--- config.mk ---
export PLATFORM = sky130hd
export DESIGN_NAME = sdf_bf2_stage
export DESIGN_NICKNAME = d
export VERILOG_FILES = /design/src/rtl/sdf_pkg.sv /design/src/rtl/sdf_bf2_core.sv /design/src/rtl/sdf_bf2_stage.sv
export SDC_FILE = /design/constraint.sdc
export NUM_CORES = 1
export LEC_CHECK = 0
export BUFFER_PORTS_ARGS = -buffer_cell sky130_fd_sc_hd__buf_2
export CAP_MARGIN = 15
export CORE_MARGIN = 5
export CORE_UTILIZATION = 64
export CTS_BUF_LIST = sky130_fd_sc_hd__clkbuf_8
export CTS_CLUSTER_SIZE = 14
export DETAILED_ROUTE_END_ITERATION = 16
export PLACE_DENSITY = 0.81
export SYNTH_ARGS = -nofsm -noshare
export SYNTH_HDL_FRONTEND = slang
export SYNTH_SLANG_ARGS = --single-unit
--- constraint.sdc ---
create_clock -name clock -period 33.2 [get_ports clock]
set_input_delay 1.66 -clock clock [delete_from_list [all_inputs] [get_ports clock]]
set_output_delay 1.66 -clock clock [all_outputs]
set_load 0.005 [all_outputs]
--- src/rtl/sdf_pkg.sv ---
// Shared types and helpers for the SDF FFT butterfly stages.
package sdf_pkg;

  typedef enum logic [1:0] {IDLE, FILL, BFLY, DRAIN} sdf_state_t;

  // Wide enough for any supported WIDTH plus rounding headroom
  localparam int unsigned SCALE_W = 34;

  function automatic int unsigned sdf_log2(input int unsigned n);
    int unsigned r;
    r = 0;
    for (int i = 0; i < 32; i++) begin
      if ((32'd1 << i) < n) r = unsigned'(i + 1);
    end
    return r;
  endfunction

  // Halve with round-half-up
  function automatic logic signed [SCALE_W-1:0] scale(input logic signed [SCALE_W-1:0] x);
    logic signed [SCALE_W-1:0] t;
    t = x + SCALE_W'(1);
    return t >>> 1;
  endfunction

endpackage

--- src/rtl/sdf_bf2_core.sv ---
// Combinational radix-2 butterfly for one complex pair, results halved.
// Build option: SDF_BF2_ROUND_EN selects round-half-up instead of truncation.
module sdf_bf2_core
  import sdf_pkg::*;
#(
  parameter int unsigned WIDTH = 16
) (
  input  logic [WIDTH-1:0] a_re,
  input  logic [WIDTH-1:0] a_im,
  input  logic [WIDTH-1:0] b_re,
  input  logic [WIDTH-1:0] b_im,
  output logic [WIDTH-1:0] sum_re_c,
  output logic [WIDTH-1:0] sum_im_c,
  output logic [WIDTH-1:0] dif_re_c,
  output logic [WIDTH-1:0] dif_im_c
);

  localparam int unsigned EW = WIDTH + 1;

  // One extra bit holds the full sum/difference; halving brings it back to WIDTH
  function automatic logic [WIDTH-1:0] add_scale(input logic [WIDTH-1:0] x,
                                                 input logic [WIDTH-1:0] y,
                                                 input logic sub);
    logic signed [EW-1:0] xe;
    logic signed [EW-1:0] ye;
    logic signed [EW-1:0] r;
    xe = {x[WIDTH-1], x};
    ye = {y[WIDTH-1], y};
    r  = sub ? (xe - ye) : (xe + ye);
`ifdef SDF_BF2_ROUND_EN
    return WIDTH'(scale(SCALE_W'(r)));
`else
    return WIDTH'(r >>> 1);
`endif
  endfunction

  assign sum_re_c = add_scale(a_re, b_re, 1'b0);
  assign sum_im_c = add_scale(a_im, b_im, 1'b0);
  assign dif_re_c = add_scale(a_re, b_re, 1'b1);
  assign dif_im_c = add_scale(a_im, b_im, 1'b1);

endmodule

--- src/rtl/sdf_bf2_stage.sv ---
// Radix-2 SDF butterfly stage: pairs samples DEPTH apart, emits halved sums then stored differences.
// Build option: define SDF_BF2_ROUND_EN for round-half-up scaling (default truncates).
module sdf_bf2_stage
  import sdf_pkg::*;
#(
  parameter int unsigned WIDTH = 16,
  parameter int unsigned DEPTH = 32
) (
  input  logic             clock,
  input  logic             reset,
  input  logic             di_en,
  input  logic [WIDTH-1:0] di_re,
  input  logic [WIDTH-1:0] di_im,
  output logic             do_en,
  output logic [WIDTH-1:0] do_re,
  output logic [WIDTH-1:0] do_im
);

  localparam int unsigned CW = sdf_log2(DEPTH) + 1;
  localparam int unsigned SW = 2 * WIDTH;
  localparam int unsigned DW = DEPTH * SW;
  localparam logic [CW-1:0] CNT_HALF_LAST = CW'(DEPTH - 1);
  localparam logic [CW-1:0] CNT_LAST      = CW'(2 * DEPTH - 1);

  sdf_state_t        state_q, state_d, mode_c;
  logic [CW-1:0]     cnt_q, cnt_d;
  logic              have_diff_q, have_diff_d;
  logic [DW-1:0]     dly_q;
  logic [SW-1:0]     tail_c, shift_in_c;
  logic              shift_en_c;
  logic [WIDTH-1:0]  b_re_c, b_im_c;
  logic [WIDTH-1:0]  sum_re_c, sum_im_c, dif_re_c, dif_im_c;
  logic              do_en_d;
  logic [WIDTH-1:0]  do_re_d, do_im_d;

  // Gaps inside a frame count as zero samples
  assign b_re_c = di_en ? di_re : '0;
  assign b_im_c = di_en ? di_im : '0;
  assign tail_c = dly_q[DW-1 -: SW];

  sdf_bf2_core #(.WIDTH(WIDTH)) u_core (
    .a_re     (tail_c[SW-1:WIDTH]),
    .a_im     (tail_c[WIDTH-1:0]),
    .b_re     (b_re_c),
    .b_im     (b_im_c),
    .sum_re_c (sum_re_c),
    .sum_im_c (sum_im_c),
    .dif_re_c (dif_re_c),
    .dif_im_c (dif_im_c)
  );

  // Next state; mode_c is the operation performed this cycle (frame starts act as FILL)
  always_comb begin
    state_d     = state_q;
    cnt_d       = cnt_q;
    have_diff_d = have_diff_q;
    mode_c      = state_q;
    case (state_q)
      IDLE: begin
        if (di_en) begin
          mode_c  = FILL;
          state_d = FILL;
          cnt_d   = CW'(1);
        end
      end
      FILL: begin
        cnt_d = cnt_q + CW'(1);
        if (cnt_q == CNT_HALF_LAST) state_d = BFLY;
      end
      BFLY: begin
        cnt_d = cnt_q + CW'(1);
        if (cnt_q == CNT_LAST) begin
          state_d     = DRAIN;
          have_diff_d = 1'b1;
        end
      end
      DRAIN: begin
        cnt_d = cnt_q + CW'(1);
        if (cnt_q == '0 && di_en) begin
          mode_c  = FILL;
          state_d = FILL;
        end else if (cnt_q == CNT_HALF_LAST) begin
          state_d     = IDLE;
          cnt_d       = '0;
          have_diff_d = 1'b0;
        end
      end
    endcase
  end

  // Delay-line input and output selection
  always_comb begin
    shift_en_c = 1'b0;
    shift_in_c = '0;
    do_en_d    = 1'b0;
    do_re_d    = '0;
    do_im_d    = '0;
    case (mode_c)
      FILL: begin
        shift_en_c = 1'b1;
        shift_in_c = {b_re_c, b_im_c};
        do_en_d    = have_diff_q;
        if (have_diff_q) {do_re_d, do_im_d} = tail_c;
      end
      BFLY: begin
        shift_en_c = 1'b1;
        shift_in_c = {dif_re_c, dif_im_c};
        do_en_d    = 1'b1;
        do_re_d    = sum_re_c;
        do_im_d    = sum_im_c;
      end
      DRAIN: begin
        shift_en_c = 1'b1;
        do_en_d    = 1'b1;
        {do_re_d, do_im_d} = tail_c;
      end
      default: ;
    endcase
  end

  always_ff @(posedge clock or posedge reset) begin
    if (reset) begin
      state_q     <= IDLE;
      cnt_q       <= '0;
      have_diff_q <= 1'b0;
      do_en       <= 1'b0;
      do_re       <= '0;
      do_im       <= '0;
    end else begin
      state_q     <= state_d;
      cnt_q       <= cnt_d;
      have_diff_q <= have_diff_d;
      do_en       <= do_en_d;
      do_re       <= do_re_d;
      do_im       <= do_im_d;
    end
  end

  // Feedback delay line holds no state worth resetting: every frame refills it before use
  always_ff @(posedge clock) begin
    if (shift_en_c) dly_q <= {dly_q[DW-SW-1:0], shift_in_c};
  end

endmodule

* Yosys cells after proc, flatten, opt, wreduce, memory -nomap -nowiden
Cells that the tools add are included.
Storage, ports and cells: register bits 1066, bits of input ports 35, output and inout bits 33
Cells by class: $add $sub $neg 5, equal/unequal tests 14, multiplexer cells 25, reductions and logical operators 9
Operators by type and width (count):
- 16-bit one-hot mux with 3 select lines | 2
- 16-bit 2-to-1 mux | 4
- 32-bit one-hot mux with 2 select lines | 1
- 16-bit by 16-bit adder with 17-bit output | 2
- 16-bit by 16-bit subtractor with 17-bit output | 2
- 6-bit 2-to-1 mux | 3
- 6-bit one-hot mux with 3 select lines | 1
- 2-bit 2-to-1 mux | 6
- 2-bit inequality test (second input constant) | 5
- 2-bit == test (second input constant) | 4
- 2-bit one-hot mux with 4 select lines | 1
- 6-bit by 1-bit adder with 6-bit output (second input constant) | 1
- 6-bit by 5-bit == test with 1-bit output (second input constant) | 1
- 6-bit == test (second input constant) | 1
- 6-bit zero test | 1
- 2-bit by 1-bit == test with 1-bit output (second input constant) | 2
- 1-bit 2-to-1 mux | 4
- 1-bit one-hot mux with 2 select lines | 2
- 2-bit one-hot mux with 2 select lines | 1
- 4-bit AND reduction | 1
- 2-bit OR reduction | 2
- 3-bit inequality test (second input constant) | 1
- 3-bit AND reduction | 1
- 3-bit OR reduction | 1
- 3 further kinds | 3

* Logic depth before layout (Yosys ltp)
Gate-level depths: netlist of run 1.
depth in word-level cells 7, depth in mapped cells 12, gate-level depth less buffers 10

* Cells and area by module
Synthesis of run 1 repeated with hierarchy kept, for this count alone.
Unflattened totals: cell total of the unflattened synthesis 1776, area total of the unflattened synthesis 36769.0 sq um
By module, submodules not included:
- sdf_bf2_stage | times used 1, cells each 1321, area an instance 33535.9 sq um, seq. area each 31800.5 sq um
- sdf_bf2_core | times used 1, cells each 455, area an instance 3233.1 sq um, seq. area each 0.0 sq um

* Least setup slack after synthesis of run 1
No wires, ideal clock.
path kind input-to-reg, start point in di_en, end point reg do_re[13], library setup time 173 ps, arrival time 24837 ps, data required time 33027 ps, slack 8190 ps, cell stages on the path 6, path buffers 0, cell sequence nor2b_1 nor2_1 a21oi_1 nor2_1 inv_1 o221a_2
Between the ends: longest elaborated chain between the ends 5, elaborated cells on any way between the ends 10, classes of those cells add/sub: 1; eq/ne: 3; mux: 5; reduce/logical: 1
Ends and longest elaborated chain:
- start, declared | RTL line sdf_bf2_stage.sv:11 | input logic di_en,
- branches (longest 4 deep; another with 16-bit by 16-bit adder with 17-bit output)
- 16-bit one-hot mux with 3 select lines * | RTL line sdf_bf2_stage.sv:98 | case (mode_c)
- net do_re_d[13] | RTL line sdf_bf2_stage.sv:34 | logic [WIDTH-1:0] do_re_d, do_im_d;
- end signal, assigned | RTL line sdf_bf2_stage.sv:134 | do_re <= do_re_d;
- end, declared | RTL line sdf_bf2_stage.sv:15 | output logic [WIDTH-1:0] do_re,
Mark *: on every way through the listed nets, which the timed path passes. A chain may end at the register's enable or synchronous reset.

* Worst setup path after layout of run 1
start point in di_en, end point reg dly_q[124], enable pin
Between the ends: longest elaborated chain between the ends 6, elaborated cells on any way between the ends 9, classes of those cells eq/ne: 3; mux: 4; reduce/logical: 2
Ends and longest elaborated chain:
- 1-bit logical AND | RTL line sdf_bf2_stage.sv:79 | if (cnt_q == '0 && di_en) begin
- 2-bit 2-to-1 mux | RTL line sdf_bf2_stage.sv:79
- 2-bit one-hot mux with 2 select lines * | RTL line sdf_bf2_stage.sv:58 | case (state_q)
- 2-bit by 1-bit == test with 1-bit output / 2-bit == test (equally long branches) | RTL line sdf_bf2_stage.sv:98
- 3-bit OR reduction (no source line) *
- 1-bit 2-to-1 mux * | RTL line sdf_bf2_stage.sv:98
- net shift_en_c | RTL line sdf_bf2_stage.sv:30 | logic shift_en_c;
- end signal, assigned | RTL line sdf_bf2_stage.sv:141 | if (shift_en_c) dly_q <= {dly_q[DW-SW-1:0], shift_in_c};
- end, declared | RTL line sdf_bf2_stage.sv:28 | logic [DW-1:0] dly_q;
Mark *: on every way through the listed nets, which the timed path passes. The rest lies on a longest branch.

==> results of run 1 <==
[worst register-to-register path, cell delays in order (launching register included)]
cell	delay, ns
dfrtp_1	0.44
inv_1	0.14
ha_1	0.24
nor2b_1	0.39
nor2_1	0.07
a21oi_1	0.33
nor2_1	0.08
buf_4	0.22
inv_8	0.70
buf_4	1.12
buf_12	0.80
[flip-flops by register name, indices dropped and copies added, names as in the netlist]
register     flops
cnt_q            6
dly_q         1024
do_en            1
do_im           16
do_re           16
have_diff_q      1
state_q          2
[synthesized netlist by cell type (3+ instances only)]
cell type and count:
or3_1 5, o22ai_1 28, inv_1 69, a31oi_1 9, clkbuf_1 32, nand2b_1 12
xnor2_1 36, fa_1 4, nand2_1 76, o211ai_1 3, nor3_1 13, ha_1 69
edfxtp_1 1024, o31a_1 3, a2bb2oi_1 3, nand4_1 3, o31ai_1 12, nand3_1 15
or2_2 4, nor2b_1 8, o21ai_0 55, xor2_1 14, nor4_1 6, a21oi_1 49
o21bai_1 6, nor2_1 61, a22oi_1 14, dfrtp_1 42, o21a_1 3, a21o_1 12
[through the flow]
stage                       util  setup slack, ns  area, um^2
after floorplan                -            8.190       36070
after global placement    0.6662            26.96       37340
after detailed placement  0.6662            26.75       37340
after CTS                 0.7188            27.67       40300
after global routing      0.7193            27.23       40330
final                     0.7193            27.47       40330
[routing by layer]
metal | share of wire | up-vias | global-route usage
li1 | - | 7173 | -
met4 | 0.021 | 0 | 0.06527
met3 | 0.083 | 109 | 0.05697
met5 | 0 | - | 0
met1 | 0.45 | 7845 | 0.2880
met2 | 0.44 | 648 | 0.2647
[area by class of cell]
cell class	instances	area [um^2]	area share
clock inverter	117	628.1	0.01558
sequential	1066	31800	0.7886
tap	756	945.9	0.02346
inverter	71	274.0	0.006795
timing repair buffer	80	478.0	0.01185
multi-input combinational	568	3874	0.09606
clock buffer	169	2326	0.05768
[logic make-up after synthesis]
family                   count (synthesis)  share of synthesized area
AO/OA/AOI/OAI                          229                    0.04118
adder cells (fa/ha/maj)                 73                    0.02616
buffers and inverters                  105                    0.01100
flip-flops                            1066                     0.8817
multiplexers                             2                  0.0005551
AND/OR/NAND/NOR                        214                    0.02730
XOR/XNOR                                50                    0.01214
[final timing paths]
kind | endpoint | slack [ns] | depth (start not counted)
worst min register to register | dly_q[745] | 0.39 | 0
max in group asynchronous | do_re[13] | 31.48 | 2
worst max-delay path | dly_q[124] | 27.47 | 9
worst min-delay path | dly_q[745] | 0.39 | 0
worst max register to register | dly_q[124] | 28.00 | 10
min in group asynchronous | do_im[13] | 1.08 | 2
==> key figures, run 1 <==
Synth
  – Synth unique cells: 65
  – Sequential share of the synthesized area: 0.8817
  – Most used DFF post-synth: edfxtp_1
  – Number of synthesized flops with an enable pin: 1024
  – Register bit total from synthesis: 1066
  – Ys async rst share: 0.03940
  – Synth Cell Area: 36070 um^2
  – Area leader, netlist: edfxtp_1
  – Syn nets: 1847
  – Post-Syn Instances: 1739
  – Area contributors post-synth: edfxtp_1 (85%), dfrtp_1 (2.9%), ha_1 (2.4%)
  – Top-area cell type share of the netlist area: 0.8525
  – YS warnings: 0
  – Post-Syn Area per Cell: a little over 20 um^2

Clock tree
  – CTS Sinks: 1066
  – Cts repair resizes: 0
  – CTS HTree Levels: 4
  – Post-CTS setup buffers: 0
  – Clk pin slew, worst setup/hold paths: 0.07 ns
  – Clock Latency Late Sink: 0.79 ns
  – TritonCTS clock tree: built
  – Clock Path Buffers: 3
  – CTS Root Cell: clkbuf_8
  – Post-cts hold buffer count: 0
  – Num CTS Buffers: 157

Final layout
  – Share of layout cells above drive strength 1: 0.1424
  – Most common cell after layout, fill and taps aside: edfxtp_1
  – # diodes: 0
  – Area delta synth->final: 11.80%
  – # nets final: 2052
  – FILL cells: 3049
  – Commonest non-fill, non-tap cells in the layout: edfxtp_1 (1024), clkbuf_8 (169), inv_1 (121), nand2_1 (76), ha_1 (69)
  – Fin cells: 2827

Timing
  – Slew @ Worst Pin: 1.174 ns
  – Fmax: 0.1746 GHz
  – Max-slew violation count: 0
  – Rel. slew slack: 0.2174
  – Final Hold Fails: 0
  – Hold_ws: roughly 0.4 ns
  – Part of the cycle the worst path needs: 0.1726
  – Final Skew: 0.03312 ns
  – RSZ-0062 raised after global routing: false
  – Minimum clock period: 5.729 ns
  – Setup TNS: 0 ns
  – Final number of setup-violating endpoints: 0

Setup path
  – CP max stage delay: 0.97 ns
  – Setup crit end kind: register
  – FF-to-FF Start: state_q[0]
  – CP cell instances: buf_2, nor2b_1, nor2_1, a21oi_1, nor2_1, buf_4, inv_8, buf_4, buf_12
  – Worst path slowest cell: buf_4
  – CP required: 33.58 ns
  – CP startpoint: di_en
  – Crit-path max FO: 224
  – Crit path max-delay family: buffers and inverters
  – WP buf/inv: 5
  – CP startpoint kind: primary input
  – Critical path class: in2reg
  – Critical Path AT: 6.11 ns

Job
  – Max cap viols: 0

Placed design
  – Routability Congestion: 0.8774
  – Buffers on Ports: 67
  – DP Wirelength: 30.73 mm
  – Placed cell count: 2540

Floorplanning
  – Die Ht: 247.4 um
  – Core area: ~56000 um^2
  – Full die area: 61200 um^2
  – Row count: 87
  – Initial core utilization: 0.6434
  – DIE WIDTH: 247.4 um
  – Top Ports: just under 70

Min path
  – Min-delay src: dly_q[713]
  – Hold Crit Class: reg2reg

Global routing
  – First-pass GRT wire length: 87.63 mm
  – GRT Total Usage: 0.1879
  – Initial antenna violation count: 3
  – GR Overflow Total: 0
  – Pin count of the biggest net entering global routing: 225
  – Vias in the first global route: 15598

Drt
  – Detailed Route Iter0 Violations: roughly 1500
  – Per-cell routed wire length: 19.89 um
  – Detailed Routing Iterations Pass 1: 8
  – DRC viols: 0
  – Antenna-violating nets left: 0
  – Total number of vias: 15775
  – Drt via density: around 5.6
  – Total wire length: roughly 56 mm

Outcome
  – Status: complete, no violations
Power of run 1 is left out: the tool's default activity adds up to more than one toggle a clock period on the data nets, which glitch-free logic cannot reach.
==> run 2: changes to the inputs <==
Clock period 33.2 ns to 5.6 ns, I/O delays scaled along.
==> key figures, run 2 (same netlist as run 1, synthesis figures left out) <==
Timing
  – RSZ-0062 raised after global routing: false
  – Setup TNS: 0 ns (unchanged)
  – Minimum clock period: 3.853 ns
  – Rel. slew slack: 0.2551 (+0.03766)
  – Part of the cycle the worst path needs: 0.6880
  – Final Hold Fails: 0 (unchanged)
  – Fmax: 0.2595 GHz
  – Slew @ Worst Pin: 1.117 ns (-0.05648 ns)
  – Final number of setup-violating endpoints: 0 (unchanged)
  – Final Skew: 0.03260 ns (-0.0005201 ns)
  – Max-slew violation count: 0 (unchanged)

Final layout
  – Share of layout cells above drive strength 1: 0.1477 (+0.005279)
  – Largest registers: dly_q: 1024 flops, do_im: 16 flops, do_re: 16 flops
  – Area delta synth->final: 12.84%
  – # diodes: 0 (unchanged)
  – Commonest non-fill, non-tap cells in the layout: edfxtp_1 (1024), clkbuf_8 (165), inv_1 (109), nand2_1 (76), buf_2 (67)
  – # nets final: 2068 (+0.78%)
  – Max FFs per register: 1024 (unchanged)
  – Register with the most flip-flops: dly_q
  – Most common cell after layout, fill and taps aside: edfxtp_1

Drt
  – Total number of vias: 15747 (-0.18%)
  – Detailed Route Iter0 Violations: 1529 (-0.13%)
  – Per-cell routed wire length: 19.98 um (+0.43%)
  – Drt via density: 5.543 (-0.67%)
  – Total wire length: 56.76 mm (+0.92%)
  – Detailed Routing Iterations Pass 1: 5 (-3)
  – DRC viols: 0 (unchanged)
  – Antenna-violating nets left: 0 (unchanged)

Setup path
  – CP startpoint kind: register
  – CP cell instances: inv_2, ha_2, nor2b_2, nor2_1, a21oi_2, nor2_4, clkinvlp_4, buf_12
  – Crit-path max FO: 229 (+2.2%)
  – CP max stage delay: 0.87 ns (-0.10 ns)
  – Critical path class: reg2reg
  – Worst path slowest cell: clkinvlp_4
  – Setup crit end kind: register
  – CP required: 5.93 ns (-27.65 ns)
  – Critical Path AT: 4.19 ns (-1.92 ns)

Clock tree
  – CTS HTree Levels: 4 (unchanged)
  – Clock Path Buffers: 3 (unchanged)
  – Clock Latency Late Sink: 0.78 ns (about the same)
  – CTS Sinks: 1066 (unchanged)
  – Num CTS Buffers: 155 (-1.3%)
  – CTS Root Cell: clkbuf_8
  – TritonCTS clock tree: built
  – Clk pin slew, worst setup/hold paths: 0.06 ns (about the same)

Placed design
  – DP Wirelength: 30.05 mm (-2.2%)
  – Buffers on Ports: 67 (unchanged)
  – Routability Congestion: 0.8887 (+1.3%)

Floorplanning
  – DIE WIDTH: 247.4 um (unchanged)
  – Full die area: 61200 um^2 (unchanged)
  – Initial core utilization: 0.6434 (unchanged)
  – Top Ports: 68 (unchanged)
  – Core area: 56060 um^2 (unchanged)
  – Die Ht: 247.4 um (unchanged)
  – Row count: 87 (unchanged)

Global routing
  – GRT Total Usage: 0.1871 (-0.0007805)
  – Initial antenna violation count: 2 (-1)
  – Vias in the first global route: 15658 (+0.38%)
  – GR Overflow Total: 0 (unchanged)
  – Pin count of the biggest net entering global routing: 230 (+2.2%)
  – First-pass GRT wire length: 87.10 mm (-0.61%)

Job
  – Max cap viols: 0 (unchanged)

Outcome
  – Status: complete, no violations

Min path
  – Hold Crit Class: in2async
[run 2: path summary, 6_finish.rpt]
check,start,end,slack (ns),cells past startpoint
worst max register to register,state_q[0],dly_q[966],1.75,8
worst min register to register,dly_q[796],dly_q[828],0.40,0
worst max-delay path,state_q[0],dly_q[966],1.75,8
max in group asynchronous,reset,do_re[5],5.03,4
worst min-delay path,reset,do_re[0],0.06,3
min in group clock,di_im[2],dly_q[2],0.10,3
[run 2: area by class of cell]
class                      count  area (um^2)
timing repair buffer          98        703.2
clock buffer                 165         2271
inverter                      71        270.3
sequential                  1066        31800
multi-input combinational    568         3911
clock inverter               117        798.3
tap                          756        945.9
fill                        3013        15360
[run 2: routing by layer]
metal	share of wire	global-route usage
met5	0.00035	0
met4	0.026	0.07425
met3	0.073	0.04577
met2	0.44	0.2713
met1	0.46	0.2829
[run 2: worst max-delay path, delay by kind of cell, from the launching register on]
family / cells / cell delay, ns
AOI/OAI and AO/OA: 1 / 0.12
adders and majority gates: 1 / 0.22
buffers and inverters: 3 / 1.62
DFF: 1 / 0.45
and+or+nand+nor: 3 / 0.85
[run 2: timing repair]
action | in CTS | in global routing
hold buffers | 19 | 0
setup buffers | 0 | 0
gates resized for setup | 0 | 0
endpoints found under the hold margin | 60 | 0
[run 2: metrics by stage]
stage	util	instance area, um^2	std cells	worst slack, ns	hold WS [ns]
2_1_floorplan	-	36110	1739	-11.51	0.4003
3_3_place_gp	0.6675	37420	2539	1.761	0.4024
3_5_place_dp	0.6675	37420	2539	1.623	0.4045
4_1_cts	0.7257	40680	2840	1.847	0.02581
5_1_grt	0.7260	40700	2841	1.546	0.03566
6_report	0.7260	40700	2841	1.747	0.05804
Power of run 2 is left out for the same reason.
